File: src/rtl/vga_cfg_sequencer.sv
// vga_cfg_sequencer: walks a fixed 8-entry VGA timing table onto the c_* config
// port and, between table runs, forwards single host writes onto that port.
module vga_cfg_sequencer #(
    parameter int CONFIG_WIDTH = 4,
    parameter int H_LEFT       = 1,
    parameter int V_LEFT       = 2,
    parameter int H_RIGHT      = 7,
    parameter int V_RIGHT      = 8,
    parameter int H_SYNC       = 1,
    parameter int V_SYNC       = 0,
    parameter int H_MAX        = 10,
    parameter int V_MAX        = 12,
    parameter int TIMEOUT      = 15
) (
    input  logic                    clk,
    input  logic                    rst,
    input  logic                    start,
    input  logic                    host_valid,
    input  logic [CONFIG_WIDTH-1:0] host_addr,
    input  logic [CONFIG_WIDTH-1:0] host_data,
    output logic                    host_ready,
    output logic                    c_valid,
    output logic [CONFIG_WIDTH-1:0] c_addr,
    output logic [CONFIG_WIDTH-1:0] c_data,
    input  logic                    c_ready,
    output logic                    busy,
    output logic                    done,
    output logic                    error
);

    typedef enum logic [2:0] {S_IDLE, S_SEQ, S_HOST, S_DONE, S_ERR} state_t;

    state_t                  state_q, ret_q;
    logic [2:0]              idx_q, idx_d;
    logic [7:0]              stall_q, stall_d;
    logic                    c_valid_q, busy_q, done_q, error_q;
    logic [CONFIG_WIDTH-1:0] c_addr_q, c_data_q;
    logic                    xfer, timed_out, quiet;

    // Timing table, indexed by config address.
    function automatic logic [CONFIG_WIDTH-1:0] tbl(input logic [2:0] i);
        case (i)
            3'd0:    tbl = CONFIG_WIDTH'(H_LEFT);
            3'd1:    tbl = CONFIG_WIDTH'(V_LEFT);
            3'd2:    tbl = CONFIG_WIDTH'(H_RIGHT);
            3'd3:    tbl = CONFIG_WIDTH'(V_RIGHT);
            3'd4:    tbl = CONFIG_WIDTH'(H_SYNC);
            3'd5:    tbl = CONFIG_WIDTH'(V_SYNC);
            3'd6:    tbl = CONFIG_WIDTH'(H_MAX);
            default: tbl = CONFIG_WIDTH'(V_MAX);
        endcase
    endfunction

    // Handshake, stall bookkeeping and the host accept window.
    always_comb begin
        xfer       = c_valid_q & c_ready;
        timed_out  = (TIMEOUT != 0) && (stall_q == 8'(TIMEOUT));
        idx_d      = idx_q + 3'd1;
        // Saturate so a disabled timeout never wraps the counter.
        stall_d    = (c_valid_q && !c_ready && stall_q != 8'hFF) ? stall_q + 8'd1 : stall_q;
        quiet      = (state_q == S_IDLE) || (state_q == S_DONE) || (state_q == S_ERR);
        host_ready = quiet & ~start;
    end

    // Sequencer FSM with registered port outputs.
    always_ff @(posedge clk) begin
        if (rst) begin
            state_q   <= S_IDLE;
            ret_q     <= S_IDLE;
            idx_q     <= 3'd0;
            stall_q   <= 8'd0;
            c_valid_q <= 1'b0;
            c_addr_q  <= '0;
            c_data_q  <= '0;
            busy_q    <= 1'b0;
            done_q    <= 1'b0;
            error_q   <= 1'b0;
        end else begin
            case (state_q)
                S_IDLE, S_DONE, S_ERR: begin
                    if (start) begin
                        state_q   <= S_SEQ;
                        idx_q     <= 3'd0;
                        stall_q   <= 8'd0;
                        c_valid_q <= 1'b1;
                        c_addr_q  <= '0;
                        c_data_q  <= tbl(3'd0);
                        busy_q    <= 1'b1;
                        done_q    <= 1'b0;
                        error_q   <= 1'b0;
                    end else if (host_valid) begin
                        // done/error levels survive a host write.
                        ret_q     <= state_q;
                        state_q   <= S_HOST;
                        stall_q   <= 8'd0;
                        c_valid_q <= 1'b1;
                        c_addr_q  <= host_addr;
                        c_data_q  <= host_data;
                        busy_q    <= 1'b1;
                    end
                end
                S_SEQ: begin
                    if (xfer) begin
                        stall_q <= 8'd0;
                        if (idx_q == 3'd7) begin
                            state_q   <= S_DONE;
                            c_valid_q <= 1'b0;
                            busy_q    <= 1'b0;
                            done_q    <= 1'b1;
                        end else begin
                            // Next entry goes out back-to-back, c_valid stays high.
                            idx_q    <= idx_d;
                            c_addr_q <= CONFIG_WIDTH'(idx_d);
                            c_data_q <= tbl(idx_d);
                        end
                    end else if (timed_out) begin
                        state_q   <= S_ERR;
                        c_valid_q <= 1'b0;
                        busy_q    <= 1'b0;
                        done_q    <= 1'b0;
                        error_q   <= 1'b1;
                    end else begin
                        stall_q <= stall_d;
                    end
                end
                S_HOST: begin
                    if (xfer) begin
                        state_q   <= ret_q;
                        stall_q   <= 8'd0;
                        c_valid_q <= 1'b0;
                        busy_q    <= 1'b0;
                    end else if (timed_out) begin
                        state_q   <= S_ERR;
                        c_valid_q <= 1'b0;
                        busy_q    <= 1'b0;
                        done_q    <= 1'b0;
                        error_q   <= 1'b1;
                    end else begin
                        stall_q <= stall_d;
                    end
                end
                default: state_q <= S_IDLE;
            endcase
        end
    end

    assign c_valid = c_valid_q;
    assign c_addr  = c_addr_q;
    assign c_data  = c_data_q;
    assign busy    = busy_q;
    assign done    = done_q;
    assign error   = error_q;

endmodule
File: config.mk
export PLATFORM = sky130hd
export DESIGN_NAME = vga_cfg_sequencer
export DESIGN_NICKNAME = d
export VERILOG_FILES = /design/src/rtl/vga_cfg_sequencer.sv
export SDC_FILE = /design/constraint.sdc
export NUM_CORES = 1
export LEC_CHECK = 0
export CORE_MARGIN = 4
export CORE_UTILIZATION = 35
export DETAILED_ROUTE_END_ITERATION = 6
export SLEW_MARGIN = 20
export SYNTH_ARGS = -nofsm -noshare
export SYNTH_HDL_FRONTEND = slang
export SYNTH_SLANG_ARGS = --single-unit
File: constraint.sdc
create_clock -name clk -period 2.8 [get_ports clk]
set_input_delay 0.42 -clock clk [delete_from_list [all_inputs] [get_ports clk]]
set_output_delay 0.42 -clock clk [all_outputs]
set_load 0.005 [all_outputs]
==> results.toml, run 1 <==
[outcome]
status = "finished, final reports clean"

[sta]
period_share = 0.879
final.setup_skew_ns = 0.00267
transition_at_the_pin_with_the_smallest_max_transition_slack_ns = 0.685
unrepaired_setup_endpoints_after_global_routing = "no"
relSlewSlack = 0.542
finalMaxSlewViolations = 0
finalSetupTns_ns = 0
fin_crit_ns = 2.46
setup_viol = 0
finalWorstSetupSlack_ns = 0.338
final_hold_violating_endpoints = 0
max_freq_ghz = 0.406

[pwr]
power.density_nw_per_um2 = 705
vdd.ir_drop.worst_uv = 332
fin_total_pwr_mw = 1.52
power.leakage_nw = 0.841

[global_route]
grt_antenna_before_repair = 0
grt_max_degree = 24
vias_in_the_first_global_route = 1533
overflow = 0
grt_util_all_layers = 0.148
grt_pass1_wl_um = 7410

[logic_synthesis]
seq_area_frac_synth = 0.318
synth_edf_count = 0
combined_area_of_all_synthesized_cells_um2 = 1760
share_of_flip_flops_with_an_asynchronous_set_or_reset_after_synthesis = 0
avgSynthCellArea_um2 = 8.04
postSynth.topFlopCell = "sky130_fd_sc_hd__dfxtp_1"
post-synth-top-area-fraction = 0.318
synthDominantAreaCellType = "sky130_fd_sc_hd__dfxtp_1"
ys_ff_latch = 28
postSynthCellCount = 219
yosysWarningCount = 0
synth.distinct_cells = 54
synth.net_count = 239
ranking_of_synthesized_cells_by_area = "sky130_fd_sc_hd__dfxtp_1 (32%), sky130_fd_sc_hd__nor2_1 (6.4%), sky130_fd_sc_hd__ha_1 (5.0%)"

[clock_tree]
cts_buffer_depth = 2
clk_pin_slew_worst_paths_ns = 0.10
postCtsHoldBufs = 0
clock-sinks = 28
cts.repair.resized = 0
worst_skew_pair.late_latency_ns = 0.27
cts_post_setup_buffers_inserted = 0
clock_tree.htree_level_count = 1
tritoncts = "done"
ctsRootBufferMaster = "sky130_fd_sc_hd__clkbuf_8"
cts-buffers-inserted = 3

[routing]
firstDrtPassIters = 4
ant_nets = 0
detail_route.wl_per_cell_um = 14.3
drtIter0Drc = 94
dr_total_vias = 1635
drt-total-wl_um = 4430
detail_route.vias_per_cell = 5.29
drcViolationCount = 0

[worst_setup_path]
start_kind = "flop"
crit_path_end_kind = "output port"
critPathMaxFanout = 23
ff2ff_setup_slack_ns = 0.69
rr_startpoint = "state_q[1]$_SDFFE_PP0P_"
ws_path_type = "reg -> out"
regToRegEndpoint = "stall_q[0]$_SDFFE_PP0P_"
timing.critical_path.arrival_ns = 2.04
timing.reg2reg.worst_path_depth = 4
cp.required_ns = 2.38

[placement]
detailedPlace.worstSlack_ns = 0.537
finalWeightedCongestion = 0.820
dp.final_hpwl_um = 3330
count_of_buffers_inserted_at_the_top_level_ports = 25

[floorplanning]
floorplan.core_area_um2 = 4790
die_area_um2 = 6230
die_w_um = 78.9
floorplan.initialDensity = 0.368
fp-row-count = 25
io_pins = 26
die_h_um = 78.9

[final_layout]
register_area_um2 = 561
post_route_cells_drive_above_1_share = 0.0909
final.fill_count = 508
antenna_cells_inserted = 0
flow.area_growth_from_synthesis_pct = 22.5
postLayoutCoreUtil = 0.451
number_of_nets_in_the_final_layout = 263
multi_input_logic_area_um2 = 1120

[min_path]
worst_hold_path.num_cells = 2
hold_path.startpoint = "ret_q[1]$_SDFFE_PP0P_"
min-delay-path-class = "reg -> reg"
hold_end = "ret_q[1]$_SDFFE_PP0P_"

[job]
cap_violations = 0
==> per-stage QoR <==
step,instances,cell area (um^2),hold slack (ns)
global route,309,2160,0.537
finish,309,2160,0.503
floorplan,219,1760,0.455
global placement,305,2090,0.473
detailed placement,305,2090,0.484
CTS,309,2160,0.509
==> routing by layer <==
metal / part of all wire / routed length [um] / GRT usage / vias up
li1: - / - / - / 847
met1: 0.52 / 2290 / 0.219 / 760
met2: 0.45 / 1990 / 0.222 / 26
met3: 0.029 / 128 / 0.0227 / 2
met4: 0.0054 / 24 / 0.0430 / 0
met5: 0 / 0 / 0 / -
==> cell families (layout without fill, tap and decap cells) <==
logic type	count (synthesis)	after routing	synth area share
xor gates and xnor gates	1	1	0.00497
DFF	28	28	0.318
AOI/OAI and AO/OA	60	60	0.247
and+or+nand+nor	96	96	0.288
muxes	8	8	0.0462
buffers and inverters	19	42	0.0455
adders and majority gates	7	7	0.0497
==> critical path: stages (launching register included) <==
cell and delay, ns:
sky130_fd_sc_hd__dfxtp_1 0.78, sky130_fd_sc_hd__nor2_1 0.16, sky130_fd_sc_hd__a21oi_1 0.30, sky130_fd_sc_hd__nor2_1 0.07, sky130_fd_sc_hd__clkdlybuf4s50_1 0.45
==> area by class of cell <==
type / count / share of cell area
Tap cell: 67 / 0.0388
Clock inverter: 1 / 0.0139
Multi-Input combinational cell: 172 / 0.519
Clock buffer: 3 / 0.0191
Inverter: 7 / 0.0122
Timing Repair Buffer: 31 / 0.137
Sequential cell: 28 / 0.260
==> how the worst max path moves through the flow <==
| stage | start | endpoint | slack [ns] | depth (start not counted) |
|---|---|---|---|---|
| floorplan | idx_q[0]$_SDFFE_PP0P_ | c_addr[0]$_SDFFE_PP0P_ | 1.00 | 8 |
| global placement | start | state_q[1]$_SDFFE_PP0P_ | 0.54 | 6 |
| detailed placement | start | state_q[1]$_SDFFE_PP0P_ | 0.54 | 6 |
| CTS | state_q[1]$_SDFFE_PP0P_ | host_ready | 0.34 | 4 |
| global route | state_q[1]$_SDFFE_PP0P_ | host_ready | 0.17 | 4 |
| finish | state_q[1]$_SDFFE_PP0P_ | host_ready | 0.34 | 4 |
==> cell usage after synthesis (all sizes together), types with 2 or more instances <==
library cell / count
a211oi: 7
a21boi: 2
a21o: 5
a21oi: 12
a311oi: 2
a31oi: 5
and2: 2
and3: 3
buf: 3
clkbuf: 9
dfxtp: 28
ha: 7
inv: 7
mux2i: 7
nand2: 19
nand2b: 6
nand3: 4
nand3b: 3
nand4: 2
nor2: 30
nor2b: 4
nor3: 6
nor3b: 2
nor4: 3
o21ai: 10
o22a: 3
o31ai: 2
or2: 2
or3: 3
or4: 2
==> where the power goes <==
group	switching, mW	internal (mW)
logic	0.342	0.313
registers	0.0800	0.460
clock network	0.134	0.191
total	0.556	0.965
==> cell usage in the layout (no fill, tap or decap), drive strengths merged, types with 5 or more instances in the layout <==
cell and instances:
nand2b 6, a21oi 12, a21o 5, a31oi 5, mux2i 7, a211oi 7
nor2 30, nand2 19, inv 7, dfxtp 28, clkdlybuf4s50 25, o21ai 10
nor3 6, ha 7, buf 6
==> sequential cells by signal, summed over array words and instances (netlist names) <==
register / flops
error: 1
done: 1
state_q: 3
stall_q: 8
c_valid: 1
idx_q: 3
c_addr: 4
ret_q: 3
c_data: 4
Note: power is estimated with default switching activity, not from simulation.
==> run 2: changes to the inputs <==
Settings changed: SETUP_SLACK_MARGIN from default to 0.4.
==> run 2 against run 1 <==
Effect of this change:
- sequential share of layout area about the same
- clock power hardly changed
- clock skew did not move
- worst setup slack improved by 0.21 ns
- fmax is 9.5% higher
- power grew 0.16%
- hold slack unchanged
- non-clock buffer count unchanged
- sequential power about the same
- largest cell class unchanged
- highest routed layer unchanged
==> results.toml, run 2 (synthesis results as in run 1) <==
[outcome]
status = "finished, final reports clean"

[worst_setup_path]
cp_top_family = "buffers and inverters"
rr_startpoint = "idx_q[0]$_SDFFE_PP0P_"
cp.required_ns = 2.38
cpMaxStageDelayCell = "sky130_fd_sc_hd__clkdlybuf4s50_1"
timing.reg2reg.worst_path_depth = 7
timing.critical_path.arrival_ns = 1.83
start_kind = "primary input"
ws_path_type = "in -> out"
worstPathBufferInverterCount = 3
crit_path_end_kind = "output port"
critical-path-top-cell-by-count = "sky130_fd_sc_hd__clkdlybuf4s50_1"
startpoint = "start"
critical_path.max_stage_delay_ns = 0.57
timing.critical_path.cells = "clkdlybuf4s50_1 -> buf_4 -> nor2_1 -> clkdlybuf4s50_1"
critical_path_cell_count = 4
critPathMaxFanout = 10

[pwr]
internal_power_mw = 0.968
sw_share = 0.365
vdd.ir_drop.worst_uv = 332
power.density_nw_per_um2 = 705
share_comb_of_total_power = 0.431
clock_power_share = 0.214
p_sw_mw = 0.556
power.leakage_nw = 0.841
power.sequential.fraction = 0.355

[clock_tree]
clock-sinks = 28
clock_tree.htree_level_count = 1
worst_skew_pair.late_latency_ns = 0.27
cts_post_setup_buffers_inserted = 0
tritoncts = "done"
ctsRootBufferMaster = "sky130_fd_sc_hd__clkbuf_8"
cts_buffer_depth = 2
clk_pin_slew_worst_paths_ns = 0.10
cts-buffers-inserted = 3
postCtsHoldBufs = 0

[routing]
drcViolationCount = 0
drt-total-wl_um = 4430
drtIter0Drc = 94
detail_route.wl_per_cell_um = 14.3
dr_total_vias = 1635
routed-wl-met2_um = 1990
detail_route.vias_per_cell = 5.29
highest_layer = "met4"
firstDrtPassIters = 4
route.met3.wl_um = 128
wl_met1_um = 2290
ant_nets = 0

[floorplanning]
floorplan.core_area_um2 = 4790
die_area_um2 = 6230
io_pins = 26
die_w_um = 78.9
fp-row-count = 25
die_h_um = 78.9
floorplan.initialDensity = 0.368

[placement]
detailed_place.area_um2 = 2090
count_of_buffers_inserted_at_the_top_level_ports = 25
finalWeightedCongestion = 0.820
dp.final_hpwl_um = 3330
detailedPlace.worstSlack_ns = 0.537

[final_layout]
largest_reg_flops = 8
postLayoutCoreUtil = 0.452
most_frequent_standard_cell_in_the_layout_excluding_fill_and_tap_cells = "sky130_fd_sc_hd__nor2_1"
max_flop_register = "stall_q"
postLayoutCellArea_um2 = 2160
antenna_cells_inserted = 0
register_area_um2 = 562
most_frequent_cells_in_the_layout = "sky130_fd_sc_hd__nor2_1 (30), sky130_fd_sc_hd__dfxtp_1 (27), sky130_fd_sc_hd__clkdlybuf4s50_1 (25)"
multi_input_logic_area_um2 = 1120
post_route_cells_drive_above_1_share = 0.0992
final.fill_count = 508
number_of_nets_in_the_final_layout = 263
flow.area_growth_from_synthesis_pct = 22.7

[global_route]
overflow = 0
grt_util_all_layers = 0.148
grt_antenna_before_repair = 0
vias_in_the_first_global_route = 1533
grt_pass1_wl_um = 7410
grt_max_degree = 24

[sta]
finalWorstSetupSlack_ns = 0.553
finalMaxSlewViolations = 0
unrepaired_setup_endpoints_after_global_routing = "no"
final.setup_skew_ns = 0.00267
relSlewSlack = 0.636
period_share = 0.803
finalSetupTns_ns = 0
max_freq_ghz = 0.445
fin_crit_ns = 2.25
final_hold_violating_endpoints = 0
transition_at_the_pin_with_the_smallest_max_transition_slack_ns = 0.545
setup_viol = 0

[min_path]
min-delay-path-class = "reg -> reg"
hold_path.startpoint = "ret_q[1]$_SDFFE_PP0P_"
worst_hold_path.num_cells = 2

[job]
cap_violations = 0
## run 2: cell type report
class | instances | area share
clock buffers | 3 | 0.0191
multi-input cells | 172 | 0.519
well taps | 67 | 0.0388
inverters | 7 | 0.0122
repair buffers | 31 | 0.137
clock inverters | 1 | 0.0139
flip-flops and latches | 28 | 0.260
## run 2: worst reg2reg max path, stage by stage (launching register included)
cell	delay, ns
sky130_fd_sc_hd__dfxtp_1	0.37
sky130_fd_sc_hd__ha_1	0.21
sky130_fd_sc_hd__ha_1	0.21
sky130_fd_sc_hd__nand4bb_1	0.28
sky130_fd_sc_hd__nand2_1	0.11
sky130_fd_sc_hd__a21o_1	0.41
sky130_fd_sc_hd__nor3b_1	0.11
sky130_fd_sc_hd__a41o_1	0.21
## run 2: power by group through the flow
stage	combinational, mW	clock, mW	sequential (mW)
final	0.657	0.325	0.542
after global routing	0.726	0.357	0.555
after CTS	0.659	0.334	0.542
after detailed placement	0.656	0	0.550
after global placement	0.657	0	0.547
after floorplan	0.464	0	0.511
## run 2: final timing paths
kind,slack (ns),endpoint
max,0.55,host_ready
min,0.50,ret_q[1]$_SDFFE_PP0P_
max reg2reg,0.80,c_addr[3]$_SDFFE_PP0P_
min reg2reg,0.50,ret_q[1]$_SDFFE_PP0P_
## run 2: repair_timing
| item | in CTS | in global routing |
|---|---|---|
| pin swaps | 0 | 0 |
| endpoints found under the setup margin | 1 | 1 |
| resized for setup | 1 | 1 |
| gates cloned | 0 | 0 |
## run 2: through the flow
stage,hold slack [ns],instances,power [mW]
after floorplan,0.455,219,0.975
after global placement,0.473,305,1.20
after detailed placement,0.484,305,1.21
after CTS,0.509,309,1.53
after global routing,0.537,309,1.64
final,0.503,309,1.52
## run 2: layer usage
layer / vias up / global-route usage
met5: - / 0
met4: 0 / 0.0430
met3: 2 / 0.0227
met2: 26 / 0.222
met1: 760 / 0.219
li1: 847 / -
==> run 3: changes to the inputs <==
Clock period 2.8 ns to 2.3 ns, I/O delays scaled along.
==> run 3 against run 2 <==
Effect of this change:
- wire length grew 4.8%
- final area grew 7.6%
- sequential cell count stayed put
- worst setup slack lost 0.16 ns
- power up 26%
- clock-buffer cell count grew 1
- sequential share of layout area fell by 1.3 points
- non-clock buffer count rose by 12
- sequential power up 23%
- register-to-register slack worse by 0.40 ns
- hold slack worse by 0.0042 ns
- critical path type is now reg -> reg
- critical endpoint is now state_q[2]$_SDFFE_PP0P_
==> results.toml, run 3 (synthesis results as in run 1) <==
[floorplanning]
fp-row-count = 25
io_pins = 26
floorplan.core_area_um2 = 4790
die_w_um = 78.9
die_area_um2 = 6230
floorplan.initialDensity = 0.368
die_h_um = 78.9

[clock_tree]
cts-buffers-inserted = 3
clock_tree.htree_level_count = 1
postCtsHoldBufs = 0
cts_buffer_depth = 2
tritoncts = "done"
ctsRootBufferMaster = "sky130_fd_sc_hd__clkbuf_8"
clk_pin_slew_worst_paths_ns = 0.10
clock-sinks = 28
worst_skew_pair.late_latency_ns = 0.28

[worst_setup_path]
timing.critical_path.arrival_ns = 2.10
regToRegEndpoint = "state_q[2]$_SDFFE_PP0P_"
rr_startpoint = "stall_q[5]$_SDFFE_PP0P_"
start_kind = "flop"
crit_path_end_kind = "flop"
startpoint = "stall_q[5]$_SDFFE_PP0P_"
ff2ff_setup_slack_ns = 0.40
timing.reg2reg.worst_path_depth = 5
critPathMaxFanout = 4
critPathCapture = "state_q[2]$_SDFFE_PP0P_"
ws_path_type = "reg -> reg"
cp.required_ns = 2.50

[sta]
final_hold_violating_endpoints = 0
transition_at_the_pin_with_the_smallest_max_transition_slack_ns = 0.374
finalMaxSlewViolations = 0
period_share = 0.828
fin_crit_ns = 1.90
relSlewSlack = 0.749
setup_viol = 0
final.setup_skew_ns = 0.00226
max_freq_ghz = 0.525
finalSetupTns_ns = 0
unrepaired_setup_endpoints_after_global_routing = "yes"
finalWorstSetupSlack_ns = 0.396

[global_route]
grt_util_all_layers = 0.146
grt_max_degree = 19
grt_pass1_wl_um = 7390
grt_antenna_before_repair = 0
overflow = 0
vias_in_the_first_global_route = 1560

[routing]
detail_route.vias_per_cell = 5.29
firstDrtPassIters = 4
detail_route.wl_per_cell_um = 14.4
drt-total-wl_um = 4640
drtIter0Drc = 113
ant_nets = 0
dr_total_vias = 1704
drcViolationCount = 0

[final_layout]
largest_reg_flops = 8
post_route_cells_drive_above_1_share = 0.192
antenna_cells_inserted = 0
most_frequent_cells_in_the_layout = "sky130_fd_sc_hd__nor2_1 (29), sky130_fd_sc_hd__dfxtp_1 (24), sky130_fd_sc_hd__clkdlybuf4s50_1 (23)"
number_of_nets_in_the_final_layout = 276
flow.area_growth_from_synthesis_pct = 32.0
max_flop_register = "stall_q"
most_frequent_standard_cell_in_the_layout_excluding_fill_and_tap_cells = "sky130_fd_sc_hd__nor2_1"
final.fill_count = 486

[pwr]
power.density_nw_per_um2 = 823
vdd.ir_drop.worst_uv = 397
power.leakage_nw = 0.929

[job]
cap_violations = 0

[min_path]
min-delay-path-class = "reg -> reg"
worst_hold_path.num_cells = 2

[placement]
count_of_buffers_inserted_at_the_top_level_ports = 25
finalWeightedCongestion = 0.852
detailedPlace.worstSlack_ns = 0.207
dp.final_hpwl_um = 3340

[outcome]
status = "finished, final reports clean"
[run 3: changes by cell type in the layout (fill, tap and decap cells not counted), sizes merged]
cell and change:
clkbuf +1, clkdlybuf4s50 -2, buf +12, bufinv -1
a21o +1, dlymetal6s2s +2
[run 3: final cells by class]
class                           count  area (um^2)  area share
Tap cell                           67         83.8      0.0361
Inverter                            7         26.3      0.0113
Timing Repair Buffer               43          390       0.168
Clock buffer                        4         55.1      0.0237
Multi-Input combinational cell    173         1200       0.515
Sequential cell                    28          573       0.247
[run 3: worst max-delay path, stage by stage, from the launching register on]
cell and delay, ns:
sky130_fd_sc_hd__dfxtp_4 0.36, sky130_fd_sc_hd__or4_4 0.58, sky130_fd_sc_hd__nor3_4 0.24, sky130_fd_sc_hd__a21oi_1 0.06
sky130_fd_sc_hd__or3_1 0.34, sky130_fd_sc_hd__a221oi_2 0.25
[run 3: routing by layer]
| metal | wire length (um) | up-vias | share of wire | global-route usage |
|---|---|---|---|---|
| li1 | - | 876 | - | - |
| met1 | 2290 | 787 | 0.49 | 0.220 |
| met2 | 2090 | 36 | 0.45 | 0.217 |
| met3 | 206 | 5 | 0.044 | 0.0181 |
| met4 | 55 | 0 | 0.012 | 0.0447 |
| met5 | 0 | - | 0 | 0 |
[run 3: how the worst min path moves through the flow]
| stage | from | slack [ns] | to |
|---|---|---|---|
| 3_3_place_gp | ret_q[1]$_SDFFE_PP0P_ | 0.48 | ret_q[1]$_SDFFE_PP0P_ |
| 2_1_floorplan | ret_q[1]$_SDFFE_PP0P_ | 0.45 | ret_q[1]$_SDFFE_PP0P_ |
| 5_1_grt | c_addr[1]$_SDFFE_PP0P_ | 0.54 | c_addr[1]$_SDFFE_PP0P_ |
| 3_5_place_dp | ret_q[0]$_SDFFE_PP0P_ | 0.48 | ret_q[0]$_SDFFE_PP0P_ |
| 4_1_cts | ret_q[1]$_SDFFE_PP0P_ | 0.51 | ret_q[1]$_SDFFE_PP0P_ |
| 6_report | ret_q[1]$_SDFFE_PP0P_ | 0.50 | ret_q[1]$_SDFFE_PP0P_ |
[run 3: timing repair]
action	4_1_cts	5_1_grt
pin swaps	0	8
gates cloned	0	1
endpoints found under the setup margin	18	18
setup buffers	0	6
resized for setup	8	15
[run 3: per-stage QoR]
step,hold WS (ns),cells,area [um^2],power (mW),utilization
floorplan,0.455,219,1760,1.19,-
global placement,0.475,311,2130,1.50,0.445
detailed placement,0.480,311,2130,1.50,0.445
CTS,0.507,315,2200,1.83,0.461
global route,0.541,322,2320,2.05,0.486
finish,0.499,322,2320,1.91,0.486
[run 3: report_power, final]
part           switching, mW  leakage [nW]  internal, mW  total [mW]
Combinational          0.463         0.670         0.472       0.935
Clock                  0.159        0.0288         0.154       0.312
Sequential            0.0994         0.231         0.567       0.667
